<file path="src/rtl/ad9653_bitslip_align.sv">
// Word-alignment controller for the AD9653 deserializer: walks each lane, slipping until the
// test pattern is seen. Optional post-lock monitor: AD9653_BITSLIP_ALIGN_MONITOR_EN.
module ad9653_bitslip_align #(
  parameter int NLANE     = 8,
  parameter int SETTLE    = 16,
  parameter int MATCH_CNT = 8,
  parameter int PULSE_W   = 2
) (
  input  logic                 clk,
  input  logic                 rst_n,
  input  logic                 start,
  input  logic [8*NLANE-1:0]   dout,
  input  logic [8*NLANE-1:0]   pattern,
  output logic [NLANE-1:0]     bitslip,
  output logic                 busy,
  output logic                 done,
  output logic                 locked,
  output logic [NLANE-1:0]     lane_ok,
  output logic [3*NLANE-1:0]   slip_cnt
`ifdef AD9653_BITSLIP_ALIGN_MONITOR_EN
  ,
  output logic [15:0]          err_cnt
`endif
);

  localparam int LW = (NLANE > 1) ? $clog2(NLANE) : 1;
  localparam int MW = $clog2(MATCH_CNT + 1);
  localparam int SW = $clog2(SETTLE + 1);
  localparam int PW = $clog2(PULSE_W + 1);

  localparam logic [2:0] ST_IDLE   = 3'd0;
  localparam logic [2:0] ST_CHECK  = 3'd1;
  localparam logic [2:0] ST_SLIP   = 3'd2;
  localparam logic [2:0] ST_SETTLE = 3'd3;
  localparam logic [2:0] ST_NEXT   = 3'd4;
  localparam logic [2:0] ST_DONE   = 3'd5;

  logic [2:0]         state_reg;
  logic               start_q;
  logic [8*NLANE-1:0] pat_reg;
  logic [LW-1:0]      lane_reg;
  logic [MW-1:0]      match_reg;
  logic [PW-1:0]      pulse_reg;
  logic [SW-1:0]      settle_reg;
  logic [NLANE-1:0]   bitslip_reg;
  logic [3*NLANE-1:0] slip_reg;
  logic [NLANE-1:0]   lane_ok_reg;
  logic               busy_reg;
  logic               done_reg;
  logic               locked_reg;

  logic [NLANE-1:0]   lane_match;
  logic [NLANE-1:0]   lane_sel;
  logic [2:0]         slip_arr [NLANE];
  logic               start_edge;
  logic               cur_match;
  logic [2:0]         cur_slip;

`ifdef AD9653_BITSLIP_ALIGN_MONITOR_EN
  logic               mon_active_reg;
  logic [15:0]        err_cnt_reg;
  assign err_cnt = err_cnt_reg;
`endif

  genvar gi;
  generate
    for (gi = 0; gi < NLANE; gi++) begin : g_lane
      assign lane_match[gi] = (dout[8*gi +: 8] == pat_reg[8*gi +: 8]);
      assign lane_sel[gi]   = (lane_reg == LW'(gi));
      assign slip_arr[gi]   = slip_reg[3*gi +: 3];
    end
  endgenerate

  // start is sampled against its previous value, so a level held high starts only one run
  assign start_edge = (state_reg == ST_IDLE) && start && !start_q;
  assign cur_match  = lane_match[lane_reg];
  assign cur_slip   = slip_arr[lane_reg];

  always_ff @(posedge clk or negedge rst_n) begin
    if (!rst_n) begin
      state_reg   <= ST_IDLE;
      start_q     <= 1'b0;
      pat_reg     <= '0;
      lane_reg    <= '0;
      match_reg   <= '0;
      pulse_reg   <= '0;
      settle_reg  <= '0;
      bitslip_reg <= '0;
      slip_reg    <= '0;
      lane_ok_reg <= '0;
      busy_reg    <= 1'b0;
      done_reg    <= 1'b0;
      locked_reg  <= 1'b0;
`ifdef AD9653_BITSLIP_ALIGN_MONITOR_EN
      mon_active_reg <= 1'b0;
      err_cnt_reg    <= '0;
`endif
    end else begin
      start_q  <= start;
      done_reg <= 1'b0;
      case (state_reg)
        ST_IDLE: begin
          if (start_edge) begin
            pat_reg     <= pattern;
            lane_ok_reg <= '0;
            slip_reg    <= '0;
            locked_reg  <= 1'b0;
            lane_reg    <= '0;
            match_reg   <= '0;
            busy_reg    <= 1'b1;
            state_reg   <= ST_CHECK;
`ifdef AD9653_BITSLIP_ALIGN_MONITOR_EN
            mon_active_reg <= 1'b0;
            err_cnt_reg    <= '0;
`endif
          end
`ifdef AD9653_BITSLIP_ALIGN_MONITOR_EN
          else if (mon_active_reg) begin
            lane_ok_reg <= lane_ok_reg & lane_match;
            if (!(&lane_match)) begin
              locked_reg <= 1'b0;
              if (err_cnt_reg != 16'hFFFF) err_cnt_reg <= err_cnt_reg + 16'd1;
            end
          end
`endif
        end

        ST_CHECK: begin
          if (cur_match) begin
            if (match_reg == MW'(MATCH_CNT - 1)) begin
              lane_ok_reg <= lane_ok_reg | lane_sel;
              state_reg   <= ST_NEXT;
            end else begin
              match_reg <= match_reg + 1'b1;
            end
          end else begin
            // Pulse is launched here so bitslip is high for exactly the SLIP cycles;
            // an exhausted lane enters SLIP with bitslip low and falls through to NEXT.
            match_reg <= '0;
            pulse_reg <= '0;
            state_reg <= ST_SLIP;
            if (cur_slip != 3'd7) begin
              bitslip_reg <= lane_sel;
              for (int i = 0; i < NLANE; i++) begin
                if (lane_sel[i]) slip_reg[3*i +: 3] <= cur_slip + 3'd1;
              end
            end
          end
        end

        ST_SLIP: begin
          if (bitslip_reg == '0) begin
            state_reg <= ST_NEXT;
          end else if (pulse_reg == PW'(PULSE_W - 1)) begin
            bitslip_reg <= '0;
            settle_reg  <= '0;
            state_reg   <= ST_SETTLE;
          end else begin
            pulse_reg <= pulse_reg + 1'b1;
          end
        end

        ST_SETTLE: begin
          if (settle_reg == SW'(SETTLE - 1)) begin
            match_reg <= '0;
            state_reg <= ST_CHECK;
          end else begin
            settle_reg <= settle_reg + 1'b1;
          end
        end

        ST_NEXT: begin
          if (lane_reg == LW'(NLANE - 1)) begin
            state_reg <= ST_DONE;
          end else begin
            lane_reg  <= lane_reg + 1'b1;
            match_reg <= '0;
            state_reg <= ST_CHECK;
          end
        end

        ST_DONE: begin
          done_reg   <= 1'b1;
          busy_reg   <= 1'b0;
          locked_reg <= &lane_ok_reg;
          state_reg  <= ST_IDLE;
`ifdef AD9653_BITSLIP_ALIGN_MONITOR_EN
          mon_active_reg <= &lane_ok_reg;
`endif
        end

        default: state_reg <= ST_IDLE;
      endcase
    end
  end

  assign bitslip  = bitslip_reg;
  assign busy     = busy_reg;
  assign done     = done_reg;
  assign locked   = locked_reg;
  assign lane_ok  = lane_ok_reg;
  assign slip_cnt = slip_reg;

endmodule

</file>
<file path="config.mk">
export PLATFORM = sky130hd
export DESIGN_NAME = ad9653_bitslip_align
export DESIGN_NICKNAME = d
export VERILOG_FILES = /design/src/rtl/ad9653_bitslip_align.sv
export SDC_FILE = /design/constraint.sdc
export NUM_CORES = 1
export LEC_CHECK = 0
export BUFFER_PORTS_ARGS = -buffer_cell sky130_fd_sc_hd__clkbuf_2
export CAP_MARGIN = 20
export CORE_MARGIN = 5
export CORE_UTILIZATION = 53
export CTS_CLUSTER_DIAMETER = 120
export CTS_CLUSTER_SIZE = 10
export DETAILED_ROUTE_END_ITERATION = 12
export MAX_ROUTING_LAYER = met4
export PLACE_DENSITY = 0.93
export SKIP_CTS_REPAIR_TIMING = 1
export SLEW_MARGIN = 10
export SYNTH_ARGS = -nofsm -noshare
export SYNTH_HDL_FRONTEND = slang
export SYNTH_SLANG_ARGS = --single-unit
</file>
<file path="constraint.sdc">
create_clock -name clk -period 3.6 [get_ports clk]
set_input_delay 0.36 -clock clk [delete_from_list [all_inputs] [get_ports clk]]
set_output_delay 0.36 -clock clk [all_outputs]
set_load 0.02 [all_outputs]
</file>
==> results.md <==
- The flow ran to the end, and the final reports show no timing, DRC or antenna violations.
- Buffers inserted during clock tree synthesis total 17.
- The post-CTS clock slew at the launch and capture registers of the worst setup and hold paths is 50 ps.
- The fraction of synthesis flops using an asynchronous set or reset pin is 100%.
- For this design, the sink count on the clock tree is 125.
- Hold is met by 13.7 ps.
- The worst path meets setup with 472 ps of slack.
- The register with the most flip-flops in the layout has 64 of them.
- Setup violations remaining at the end of the flow were counted as 0.
- The count of nets left with antenna violations once routing finished came out at 0.
- Summed over its instances, the top area cell type makes up 50.2% of the synthesized netlist area.
- The total routed wirelength is 15.7 mm.
- The floorplan step defined a die boundary enclosing 0.0140 mm2.
- Counting every net in the synthesized netlist gives 668.
- The sum of buffers and inverters on the critical path is 1.
- The routed layout has 4,825 vias.
- The worst-case clock buffer depth is 2.
- At the placement stage, the worst setup path has a slack of 527 ps.
- The worst setup path is launched from a flip-flop.
- The first global-routing pass estimated 25.4 mm of wire.
- Traced cell by cell, the critical path runs through mux4_2 > nand2_1 > nand2_1 > ha_1 > ha_1 > nor4_1 > buf_4 > nand3_1 > a32o_1.
- Before antenna repair, the detailed router went through 6 iterations.
- The worst path uses 86.9% of the clock period.
- The register bit total from synthesis is 125.
- The region available for standard cell placement spans 0.0115 mm2.
- The starting utilization of the core area is 54.4%.
- Power spread over the standard cell area amounts to 705 mW/mm2.
- The hold violation total from the final report is 0.
- Yosys printed 0 warnings.
- The largest individual stage delay along the critical path comes from the cell sky130_fd_sc_hd__dfrtp_1.
- The via count of the first global-routing pass is 5,037.
- CTS placed an instance of sky130_fd_sc_hd__clkbuf_16 at the clock tree root.
- The number of input and output port buffers inserted is 173.
- STA classifies the critical path endpoint as a flip-flop.
- Data arrives at the worst endpoint at 3420 ps.
- The floorplan has 39 rows.
- The initial antenna violation count was 0.
- Timing would allow up to 320 MHz.
- The number of remaining DRC errors is 0.
- The commonest register cell after synthesis is sky130_fd_sc_hd__dfrtp_1.
- The worst setup path category is reg2reg.
- Entering global routing, the biggest net connects 99 pins.
- The final layout contains 840 nets.
- The cell type contributing the most total cell area after synthesis is sky130_fd_sc_hd__dfrtp_1.
- For the pin with the worst max-slew slack, the measured transition is 1070 ps.
- The cell type group with the largest total delay on the critical path is flip-flops.
- The number of DRC violations after detailed-routing iteration 0 is 328.
- A synthesized cell averages 11.9 um2.
- The filler cells instantiated in the layout total 824.
- The post-route netlist has 41.3% of its cells at a drive strength greater than 1.
- The final period demand of the worst path is 3130 ps.
- The H-tree was split into 4 levels.
- The post-detailed-route via-to-cell ratio is 5.66.
- The path type of the worst min-delay path is in2async.
- Summed over all nets, the half-perimeter wirelength after detailed placement is 11.7 mm.
- The placer's final routability congestion estimate is 0.921.
- During I/O placement, the number of pins put on the boundary was 174.
- The clock latency on the worst-skew pair is 420 ps.
- The final-report max-slew violation count is 0.
- The overflow left after global routing is 0.
- The sequential cell area fraction in the yosys report is 50.2%.
- In the synthesized netlist, the cells that appear most often are sky130_fd_sc_hd__dfrtp_1 (125), sky130_fd_sc_hd__mux2_2 (65), sky130_fd_sc_hd__xor2_1 (58).
- VDD sags by at most 469 uV.
- The normalized max-slew margin is 28.2%.
- The horizontal die dimension is 118 um.
- The floorplan step set the die height to 118 um.
- The synthesized netlist contains 51 unique library cells.
- The mapped netlist covers 0.00623 mm2.
- The endpoint required time on the critical path is 3900 ps.
- The static leakage is 3.86 nW.
- The largest stage delay on the critical path is 760 ps.
- The synthesized instance count is 525.
- After layout, the design draws a total of 5.49 mW.
- The area growth from synthesis to layout is 24.9%.
- The maximum net fanout on the critical path is 14.
- The number of antenna diodes in the final layout is 0.
- TritonCTS built the clock tree.
- The global-route usage over all layers is 23.5%.
- Setup repair after global routing left no endpoint under its margin.
- The worst clock skew on the final layout is 9.21 ps.
- The count of flip-flops with a built-in enable after synthesis is 0.
- Ranked by total cell area, the synthesized netlist is headed by sky130_fd_sc_hd__dfrtp_1 (50%), sky130_fd_sc_hd__mux2_2 (12%), sky130_fd_sc_hd__xor2_1 (8.1%).
- Max-cap violations in this run came to 0.
- After routing, the total negative slack on setup checks comes to 0 ps.
- The most common cell in the synthesized netlist is sky130_fd_sc_hd__dfrtp_1.
- The routed length per placed instance is 18.5 um.
## final timing paths
check,from,to,slack [ps],depth (start not counted)
worst min-delay path,rst_n,slip_cnt[20],10,1
worst min register to register,locked,locked,500,2
worst max-delay path,lane_reg[0],slip_cnt[15],470,9
min in group clk,start,start_q,70,1
max in group asynchronous,rst_n,pat_reg[7],2790,2
worst max register to register,lane_reg[0],slip_cnt[15],470,9
## layout by cell type (no fill, tap or decap), types with 3 or more instances in the layout
cell type                   synthesis  layout
sky130_fd_sc_hd__nor3_1            11      11
sky130_fd_sc_hd__mux4_2             6       6
sky130_fd_sc_hd__or4_1              4       4
sky130_fd_sc_hd__nor2_1            12      12
sky130_fd_sc_hd__o21ai_0            9       9
sky130_fd_sc_hd__o21ai_2            8       8
sky130_fd_sc_hd__nor2b_1            6       6
sky130_fd_sc_hd__ha_1              12      12
sky130_fd_sc_hd__xor2_1            58      58
sky130_fd_sc_hd__clkbuf_16          0      17
sky130_fd_sc_hd__a32o_1            19      19
sky130_fd_sc_hd__clkbuf_2           0     172
sky130_fd_sc_hd__mux2i_1           15      15
sky130_fd_sc_hd__a22o_1             3       3
sky130_fd_sc_hd__dfrtp_1          125     125
sky130_fd_sc_hd__clkbuf_8           0       5
sky130_fd_sc_hd__and2_1             5       5
sky130_fd_sc_hd__xnor2_1            6       6
sky130_fd_sc_hd__clkbuf_1           9       5
sky130_fd_sc_hd__or2_1              3       3
sky130_fd_sc_hd__mux2_2            65      65
sky130_fd_sc_hd__nand4_1            8       8
sky130_fd_sc_hd__nor4_1             9       9
sky130_fd_sc_hd__buf_4              0       4
sky130_fd_sc_hd__nand2_1           55      54
sky130_fd_sc_hd__nand3_1           16      16
sky130_fd_sc_hd__a21oi_1            3       3
sky130_fd_sc_hd__inv_1             11      11
## through the flow
stage               utilization (%)  cell area (um2)  std cells
floorplan                         -             6230        525
global placement               62.8             7200        820
detailed placement             62.8             7200        820
CTS                            67.7             7770        852
global route                   67.9             7790        853
finish                         67.9             7790        853
## worst register-to-register path, delay by kind of cell (launching register included)
family                   cells  cell delay, ps
AND/OR/NAND/NOR              4             620
flip-flops                   1             760
adder cells (fa/ha/maj)      2             450
buffers and inverters        1             240
multiplexers                 1             600
AO/OA/AOI/OAI                1             350
## routing by layer
metal | vias up | wire (um) | GRT usage, %
met5 | - | 0 | -
met4 | 0 | 490 | 9.85
met3 | 47 | 1080 | 6.97
met2 | 225 | 8000 | 37.4
met1 | 2336 | 6170 | 28.0
li1 | 2217 | - | -
## area by class of cell
class                      count  area [um2]  share of cell area (%)
tap                          143         179                    2.30
multi-input combinational    364        2940                    37.8
inverter                      11        41.3                   0.530
clock buffer                  27         513                    6.59
clock inverter                 5        55.1                   0.707
sequential                   125        3130                    40.2
timing repair buffer         178         931                    12.0
## cell families (layout without fill, tap and decap cells)
| kind of cell | after synthesis | count (layout) | share of synthesized area (%) |
|---|---|---|---|
| AO/OA/AOI/OAI | 61 | 61 | 8.05 |
| multiplexers | 86 | 86 | 16.3 |
| AND/OR/NAND/NOR | 141 | 141 | 11.3 |
| flip-flops | 125 | 125 | 50.2 |
| adder cells (fa/ha/maj) | 12 | 12 | 2.41 |
| buffers and inverters | 36 | 221 | 2.79 |
| XOR/XNOR | 64 | 64 | 8.99 |
## power by group
part / switching [mW] / internal (mW)
registers: 0.357 / 1.87
clock network: 0.589 / 1.04
logic: 0.813 / 0.825
(Power assumes the default switching activity.)
